<file path="config.mk">
export PLATFORM = sky130hd
export DESIGN_NAME = uart_rx_fifo_flat
export DESIGN_NICKNAME = d
export VERILOG_FILES = /design/src/rtl/uart_rx_fifo_if.sv /design/src/rtl/uart_rx_fifo.sv /design/src/flat_wrapper.sv
export SDC_FILE = /design/constraint.sdc
export NUM_CORES = 1
export LEC_CHECK = 0
export BUFFER_PORTS_ARGS = -buffer_cell sky130_fd_sc_hd__buf_2
export CAP_MARGIN = 0
export CORE_MARGIN = 3
export CORE_UTILIZATION = 55
export DETAILED_ROUTE_END_ITERATION = 8
export GPL_TIMING_DRIVEN = 0
export PLACE_DENSITY = 0.77
export SETUP_SLACK_MARGIN = 0.15
export SKIP_LAST_GASP = 1
export SLEW_MARGIN = 20
export SYNTH_ARGS = -nofsm -noshare
export SYNTH_HDL_FRONTEND = slang
export SYNTH_SLANG_ARGS = --single-unit
export TNS_END_PERCENT = 50
</file>
<file path="constraint.sdc">
create_clock -name i_Clock -period 8.4 [get_ports i_Clock]
set_input_delay 0.84 -clock i_Clock [delete_from_list [all_inputs] [get_ports i_Clock]]
set_output_delay 0.84 -clock i_Clock [all_outputs]
set_load 0.05 [all_outputs]
</file>
<file path="src/rtl/uart_rx_fifo_if.sv">
// Byte-receive / pop handshake between the UART receiver, the RX FIFO and the
// APB register block. master = receiver/register side, slave = FIFO.
interface uart_rx_fifo_if #(
  parameter int UART_DATA_WIDTH = 8,
  parameter int ADDR_WIDTH      = 4,
  parameter int TIMEOUT_WIDTH   = 32
);
  logic                       i_Rx_DV;
  logic [UART_DATA_WIDTH-1:0] i_Rx_Byte;
  logic                       i_Rd_En;
  logic                       i_Flush;
  logic                       i_Ovr_Clr;
  logic [ADDR_WIDTH:0]        i_Threshold;
  logic [TIMEOUT_WIDTH-1:0]   i_Timeout_Cycles;
  logic [UART_DATA_WIDTH-1:0] o_Rd_Data;
  logic                       o_Rd_Valid;
  logic                       o_Empty;
  logic                       o_Full;
  logic [ADDR_WIDTH:0]        o_Level;
  logic                       o_Overrun;
  logic                       o_Thresh_Irq;
  logic                       o_Timeout_Irq;

  modport master (
    output i_Rx_DV, i_Rx_Byte, i_Rd_En, i_Flush, i_Ovr_Clr, i_Threshold, i_Timeout_Cycles,
    input  o_Rd_Data, o_Rd_Valid, o_Empty, o_Full, o_Level, o_Overrun, o_Thresh_Irq, o_Timeout_Irq
  );

  modport slave (
    input  i_Rx_DV, i_Rx_Byte, i_Rd_En, i_Flush, i_Ovr_Clr, i_Threshold, i_Timeout_Cycles,
    output o_Rd_Data, o_Rd_Valid, o_Empty, o_Full, o_Level, o_Overrun, o_Thresh_Irq, o_Timeout_Irq
  );
endinterface

</file>
<file path="src/rtl/uart_rx_fifo.sv">
// Circular receive FIFO behind the UART receiver: 1-cycle pop, fill level,
// sticky overrun, fill-threshold and character-timeout interrupts.
module uart_rx_fifo #(
  parameter int UART_DATA_WIDTH = 8,
  parameter int FIFO_DEPTH      = 16,
  parameter int ADDR_WIDTH      = 4,
  parameter int TIMEOUT_WIDTH   = 32
) (
  input logic           i_Clock,
  input logic           i_Reset,
  uart_rx_fifo_if.slave bus
);
  localparam logic [ADDR_WIDTH:0]      DEPTH_L = (ADDR_WIDTH+1)'(FIFO_DEPTH);
  localparam logic [ADDR_WIDTH:0]      LVL_ONE = (ADDR_WIDTH+1)'(1);
  localparam logic [ADDR_WIDTH-1:0]    PTR_ONE = ADDR_WIDTH'(1);
  localparam logic [TIMEOUT_WIDTH-1:0] TO_ONE  = TIMEOUT_WIDTH'(1);

  logic [UART_DATA_WIDTH-1:0] mem [FIFO_DEPTH];
  logic [ADDR_WIDTH-1:0]      wptr_q, rptr_q;
  logic [ADDR_WIDTH:0]        level_q;
  logic [TIMEOUT_WIDTH-1:0]   to_cnt_q;
  logic [UART_DATA_WIDTH-1:0] rd_data_q;
  logic                       rd_valid_q, ovr_q, to_irq_q;
  logic                       empty, full, pop_acc, push_acc, ovr_set, to_clr;

  assign empty = (level_q == '0);
  assign full  = (level_q == DEPTH_L);

  // Flush discards both sides; a full FIFO still takes a byte if a pop frees a slot.
  assign pop_acc  = bus.i_Rd_En && !empty && !bus.i_Flush;
  assign push_acc = bus.i_Rx_DV && (!full || pop_acc) && !bus.i_Flush;
  assign ovr_set  = bus.i_Rx_DV && full && !pop_acc && !bus.i_Flush;
  assign to_clr   = bus.i_Flush || empty || push_acc || pop_acc;

  always_ff @(posedge i_Clock)
    if (push_acc) mem[wptr_q] <= bus.i_Rx_Byte;

  always_ff @(posedge i_Clock or posedge i_Reset) begin
    if (i_Reset) begin
      wptr_q     <= '0;
      rptr_q     <= '0;
      level_q    <= '0;
      to_cnt_q   <= '0;
      to_irq_q   <= 1'b0;
      ovr_q      <= 1'b0;
      rd_data_q  <= '0;
      rd_valid_q <= 1'b0;
    end else begin
      rd_valid_q <= pop_acc;
      if (pop_acc) begin
        rd_data_q <= mem[rptr_q];
        rptr_q    <= rptr_q + PTR_ONE;
      end
      if (push_acc) wptr_q <= wptr_q + PTR_ONE;

      if (bus.i_Flush) begin
        wptr_q  <= '0;
        rptr_q  <= '0;
        level_q <= '0;
      end else if (push_acc && !pop_acc) begin
        level_q <= level_q + LVL_ONE;
      end else if (pop_acc && !push_acc) begin
        level_q <= level_q - LVL_ONE;
      end

      // Set beats clear so a drop in the clearing cycle is never lost.
      if (ovr_set)            ovr_q <= 1'b1;
      else if (bus.i_Ovr_Clr) ovr_q <= 1'b0;

      if (to_clr) begin
        to_cnt_q <= '0;
        to_irq_q <= 1'b0;
      end else begin
        if (to_cnt_q < bus.i_Timeout_Cycles) to_cnt_q <= to_cnt_q + TO_ONE;
        if (bus.i_Timeout_Cycles == '0)
          to_irq_q <= 1'b0;
        else if (to_cnt_q == bus.i_Timeout_Cycles)
          to_irq_q <= 1'b1;
      end
    end
  end

  assign bus.o_Rd_Data     = rd_data_q;
  assign bus.o_Rd_Valid    = rd_valid_q;
  assign bus.o_Empty       = empty;
  assign bus.o_Full        = full;
  assign bus.o_Level       = level_q;
  assign bus.o_Overrun     = ovr_q;
  // Disabling the timeout drops a pending interrupt without waiting a cycle.
  assign bus.o_Timeout_Irq = to_irq_q && (bus.i_Timeout_Cycles != '0);
  assign bus.o_Thresh_Irq  = (bus.i_Threshold != '0) && (level_q >= bus.i_Threshold);
endmodule

</file>
<file path="src/flat_wrapper.sv">
// flat-port wrapper written by rule: the top's interface ports become plain ports
module uart_rx_fifo_flat 
#(
  parameter int UART_DATA_WIDTH = 8,
  parameter int FIFO_DEPTH      = 16,
  parameter int ADDR_WIDTH      = 4,
  parameter int TIMEOUT_WIDTH   = 32
)
  (i_Clock, i_Reset, bus_i_Rx_DV, bus_i_Rx_Byte, bus_i_Rd_En, bus_i_Flush, bus_i_Ovr_Clr, bus_i_Threshold, bus_i_Timeout_Cycles, bus_o_Rd_Data, bus_o_Rd_Valid, bus_o_Empty, bus_o_Full, bus_o_Level, bus_o_Overrun, bus_o_Thresh_Irq, bus_o_Timeout_Irq);
  uart_rx_fifo_if #(.UART_DATA_WIDTH(UART_DATA_WIDTH), .ADDR_WIDTH(ADDR_WIDTH), .TIMEOUT_WIDTH(TIMEOUT_WIDTH)) bus_i ();
  input logic i_Clock;
  input logic i_Reset;
  input wire logic [$bits(bus_i.i_Rx_DV)-1:0] bus_i_Rx_DV;
  input wire logic [$bits(bus_i.i_Rx_Byte)-1:0] bus_i_Rx_Byte;
  input wire logic [$bits(bus_i.i_Rd_En)-1:0] bus_i_Rd_En;
  input wire logic [$bits(bus_i.i_Flush)-1:0] bus_i_Flush;
  input wire logic [$bits(bus_i.i_Ovr_Clr)-1:0] bus_i_Ovr_Clr;
  input wire logic [$bits(bus_i.i_Threshold)-1:0] bus_i_Threshold;
  input wire logic [$bits(bus_i.i_Timeout_Cycles)-1:0] bus_i_Timeout_Cycles;
  output wire logic [$bits(bus_i.o_Rd_Data)-1:0] bus_o_Rd_Data;
  output wire logic [$bits(bus_i.o_Rd_Valid)-1:0] bus_o_Rd_Valid;
  output wire logic [$bits(bus_i.o_Empty)-1:0] bus_o_Empty;
  output wire logic [$bits(bus_i.o_Full)-1:0] bus_o_Full;
  output wire logic [$bits(bus_i.o_Level)-1:0] bus_o_Level;
  output wire logic [$bits(bus_i.o_Overrun)-1:0] bus_o_Overrun;
  output wire logic [$bits(bus_i.o_Thresh_Irq)-1:0] bus_o_Thresh_Irq;
  output wire logic [$bits(bus_i.o_Timeout_Irq)-1:0] bus_o_Timeout_Irq;
  assign bus_i.i_Rx_DV = bus_i_Rx_DV;
  assign bus_i.i_Rx_Byte = bus_i_Rx_Byte;
  assign bus_i.i_Rd_En = bus_i_Rd_En;
  assign bus_i.i_Flush = bus_i_Flush;
  assign bus_i.i_Ovr_Clr = bus_i_Ovr_Clr;
  assign bus_i.i_Threshold = bus_i_Threshold;
  assign bus_i.i_Timeout_Cycles = bus_i_Timeout_Cycles;
  assign bus_o_Rd_Data = bus_i.o_Rd_Data;
  assign bus_o_Rd_Valid = bus_i.o_Rd_Valid;
  assign bus_o_Empty = bus_i.o_Empty;
  assign bus_o_Full = bus_i.o_Full;
  assign bus_o_Level = bus_i.o_Level;
  assign bus_o_Overrun = bus_i.o_Overrun;
  assign bus_o_Thresh_Irq = bus_i.o_Thresh_Irq;
  assign bus_o_Timeout_Irq = bus_i.o_Timeout_Irq;
  uart_rx_fifo #(.UART_DATA_WIDTH(UART_DATA_WIDTH), .FIFO_DEPTH(FIFO_DEPTH), .ADDR_WIDTH(ADDR_WIDTH), .TIMEOUT_WIDTH(TIMEOUT_WIDTH)) u_core (.i_Clock(i_Clock), .i_Reset(i_Reset), .bus(bus_i));
endmodule
</file>
==> flow_summary.ini <==
[critical_path]
cp-end-kind = flop
startpoint_type = flop
crit_arrival_ns = 3.64
path_cells = or4_1 -> buf_2 -> o21ai_2 -> a21oi_1 -> nand2_1 -> ha_1 -> a21o_1 -> a21oi_1 -> nor3b_1 -> a31oi_1 -> nor2_1 -> a21oi_1 -> a21oi_1
worst_path_most_repeated_cell = a21oi_1
critPathKind = reg2reg
cpPeakStageDelay_ns = 0.54
crit_family = compound AO/OA/AOI/OAI gates
critPathMaxFanout = 8
critical_path_buf_inv_count = 1
required_ns = 8.70
slowest_stage = or4_1

[cts]
cts_hold_buf = 0
cts_tree = built
cts.sinks = 184
clkTransAtPathRegs_ns = 0.07
numCtsBuffers = 17
post_cts_buffers = 0
clk_path_buf_depth = 2
post_cts_resized = 0
clk_latency_ns = 0.44
htree_levels = 4
root_buffer = clkbuf_16

[logic_synthesis]
yosysTopAreaCell = edfxtp_1
synth-seq-cells = 184
syn_inst = 661
post-synth-top-count-cell = edfxtp_1
synth.distinct_cells = 45
ys_seq_area_share_pct = 59.2
synth.top_cell.area_share_pct = 43.4
synth_nets = 760
ys.flop_type = edfxtp_1
synth.top_cells.by_count = edfxtp_1, dfrtp_1, a21oi_1, inv_1, ha_1
synth.area.top_cells = edfxtp_1, dfrtp_1, mux4_2, ha_1, a21oi_1
avgSynthCellArea_um2 = 13.4
synthArstFlopShare_pct = 30.4
yosysWarnings = 0
synth_edf_count = 128
netlist_area_mm2 = 0.00886

[timing]
tightestPinTransition_ns = 0.911
rsz0062_at_grt = no
fin_crit_ns = 3.35
setup_tns_ns = 0
whs_ns = 0.500
fin_skew_ns = 0.0100
relSlewSlack_pct = 39.0
fin_crit_sh_pct = 39.9
slew_violations = 0
setup_viol = 0
finalHoldViolCount = 0
max_freq_ghz = 0.299

[grt]
grt_max_degree = 57
grt_antenna_before_repair = 1
grt_usage_pct = 23.7
grt_first_pass_wirelength_um = 32100
grt_pass1_vias = 6057
overflow = 0

[pwr]
p_seq_share_pct = 42.9
power.switching_mw = 0.794
leakage_nw = 3.87
ir_drop_mv = 0.176
p_sw_share_pct = 32.1
p_per_area_mw_per_mm2 = 246
internal-power_mw = 1.68
combPwrFrac_pct = 25.1
clkPwrFrac_pct = 32.0

[die]
die_area_mm2 = 0.0177
fp.dieW_um = 133
num_io_pins = 70
core.rowCount = 45
start_util_pct = 57.2
core_mm2 = 0.0155
die-height_um = 133

[placed_design]
io_buffers = 67
placedCellCount = 939
place_area_mm2 = 0.00949
gp_congestion = 0.874
hpwl_um = 14100

[run_status]
outcome = finished, final reports clean

[routing]
routed_wl_um = 20300
dr_total_vias = 6100
drt_first_pass_iters = 6
antenna_left = 0
routedWlPerCell_um = 20.9
drt_iter0_markers = 610
vias_per_cell = 6.28
drc = 0

[finish]
final_util_pct = 65.0
final_area_mm2 = 0.0101
stdcell_count = 971
antenna_cells = 0
num-fill-cells = 1101
drive_above_1_share_pct = 21.6
syn2layout_area_growth_pct = 13.6
nets = 846

[flow_run]
cap_violations = 0

[worst_hold_path]
hold_class = reg2reg
kinds of logic (layout without fill, tap and decap cells):
kind of cell	Yosys count	in the layout	synth area share [%]
XOR/XNOR	10	10	0.988
adder cells (fa/ha/maj)	48	48	6.86
AND/OR/NAND/NOR	185	185	11.2
AO/OA/AOI/OAI	108	108	7.00
flip-flops	184	184	59.2
buffers and inverters	76	175	3.35
multiplexers	50	50	11.4
cell usage in the layout (no fill, tap or decap), drive strengths merged, types with 7 or more instances in the layout:
cell type and count:
or4 7, o21ai 31, mux2 8, dfrtp 56
and2 10, a21oi 52, nand3 20, nor2 25
nand4 16, inv 59, mux4 40, nor3 7
nand2 40, edfxtp 128, clkbuf 34, or3 22
and3 7, ha 47, buf 78, nor4 12
area by class of cell:
| class | instances | area, um^2 | share of cell area (%) |
|---|---|---|---|
| flip-flops and latches | 184 | 5250 | 52.1 |
| multi-input cells | 401 | 3340 | 33.2 |
| clock buffers | 19 | 433 | 4.30 |
| repair buffers | 67 | 335 | 3.33 |
| well taps | 211 | 264 | 2.62 |
| inverters | 50 | 190 | 1.89 |
| clock inverters | 13 | 153 | 1.52 |
| plain buffers | 26 | 109 | 1.08 |
metrics by stage:
stage / worst slack (ns) / power (mW)
detailed placement: 4.96 / 1.70
CTS: 5.07 / 2.49
global placement: 5.03 / 1.68
global route: 4.83 / 2.58
floorplan: 5.22 / 1.53
finish: 5.05 / 2.47
power groups by stage:
stage	Sequential, mW	Clock, mW	Combinational, mW
final	1.06	0.792	0.620
after global routing	1.07	0.844	0.667
after CTS	1.06	0.799	0.625
after global placement	1.07	0	0.601
after detailed placement	1.08	0	0.620
after floorplan	1.18	0	0.356
layer usage:
| metal | track usage (%) | share of wire [%] | wire (um) |
|---|---|---|---|
| met3 | 5.02 | 6.4 | 1290 |
| met1 | 30.0 | 40 | 8110 |
| met2 | 39.7 | 51 | 10300 |
| met5 | 0 | 0.064 | 13 |
| met4 | 10.1 | 3.0 | 608 |
final timing paths:
check                                   startpoint                      end  slack, ns  cells past startpoint
max reg2reg                  u_core.bus.o_Level[0]    u_core.bus.o_Level[4]       5.05                     13
min                        u_core.bus.o_Rd_Data[6]  u_core.bus.o_Rd_Data[6]       0.50                      1
max                          u_core.bus.o_Level[0]    u_core.bus.o_Level[4]       5.05                     13
min reg2reg                u_core.bus.o_Rd_Data[6]  u_core.bus.o_Rd_Data[6]       0.50                      1
max in group asynchronous                  i_Reset       u_core.to_cnt_q[2]       7.38                      2
min in group asynchronous                  i_Reset    u_core.bus.o_Level[0]       0.53                      2
state kept, by name, summed over array words and instances, names as in the netlist:
| name | flops |
|---|---|
| u_core.bus.o_Level | 5 |
| u_core.bus.o_Overrun | 1 |
| u_core.bus.o_Rd_Data | 8 |
| u_core.bus.o_Rd_Valid | 1 |
| u_core.mem | 128 |
| u_core.rptr_q | 4 |
| u_core.to_cnt_q | 32 |
| u_core.to_irq_q | 1 |
| u_core.wptr_q | 4 |
(Power assumes the default switching activity.)
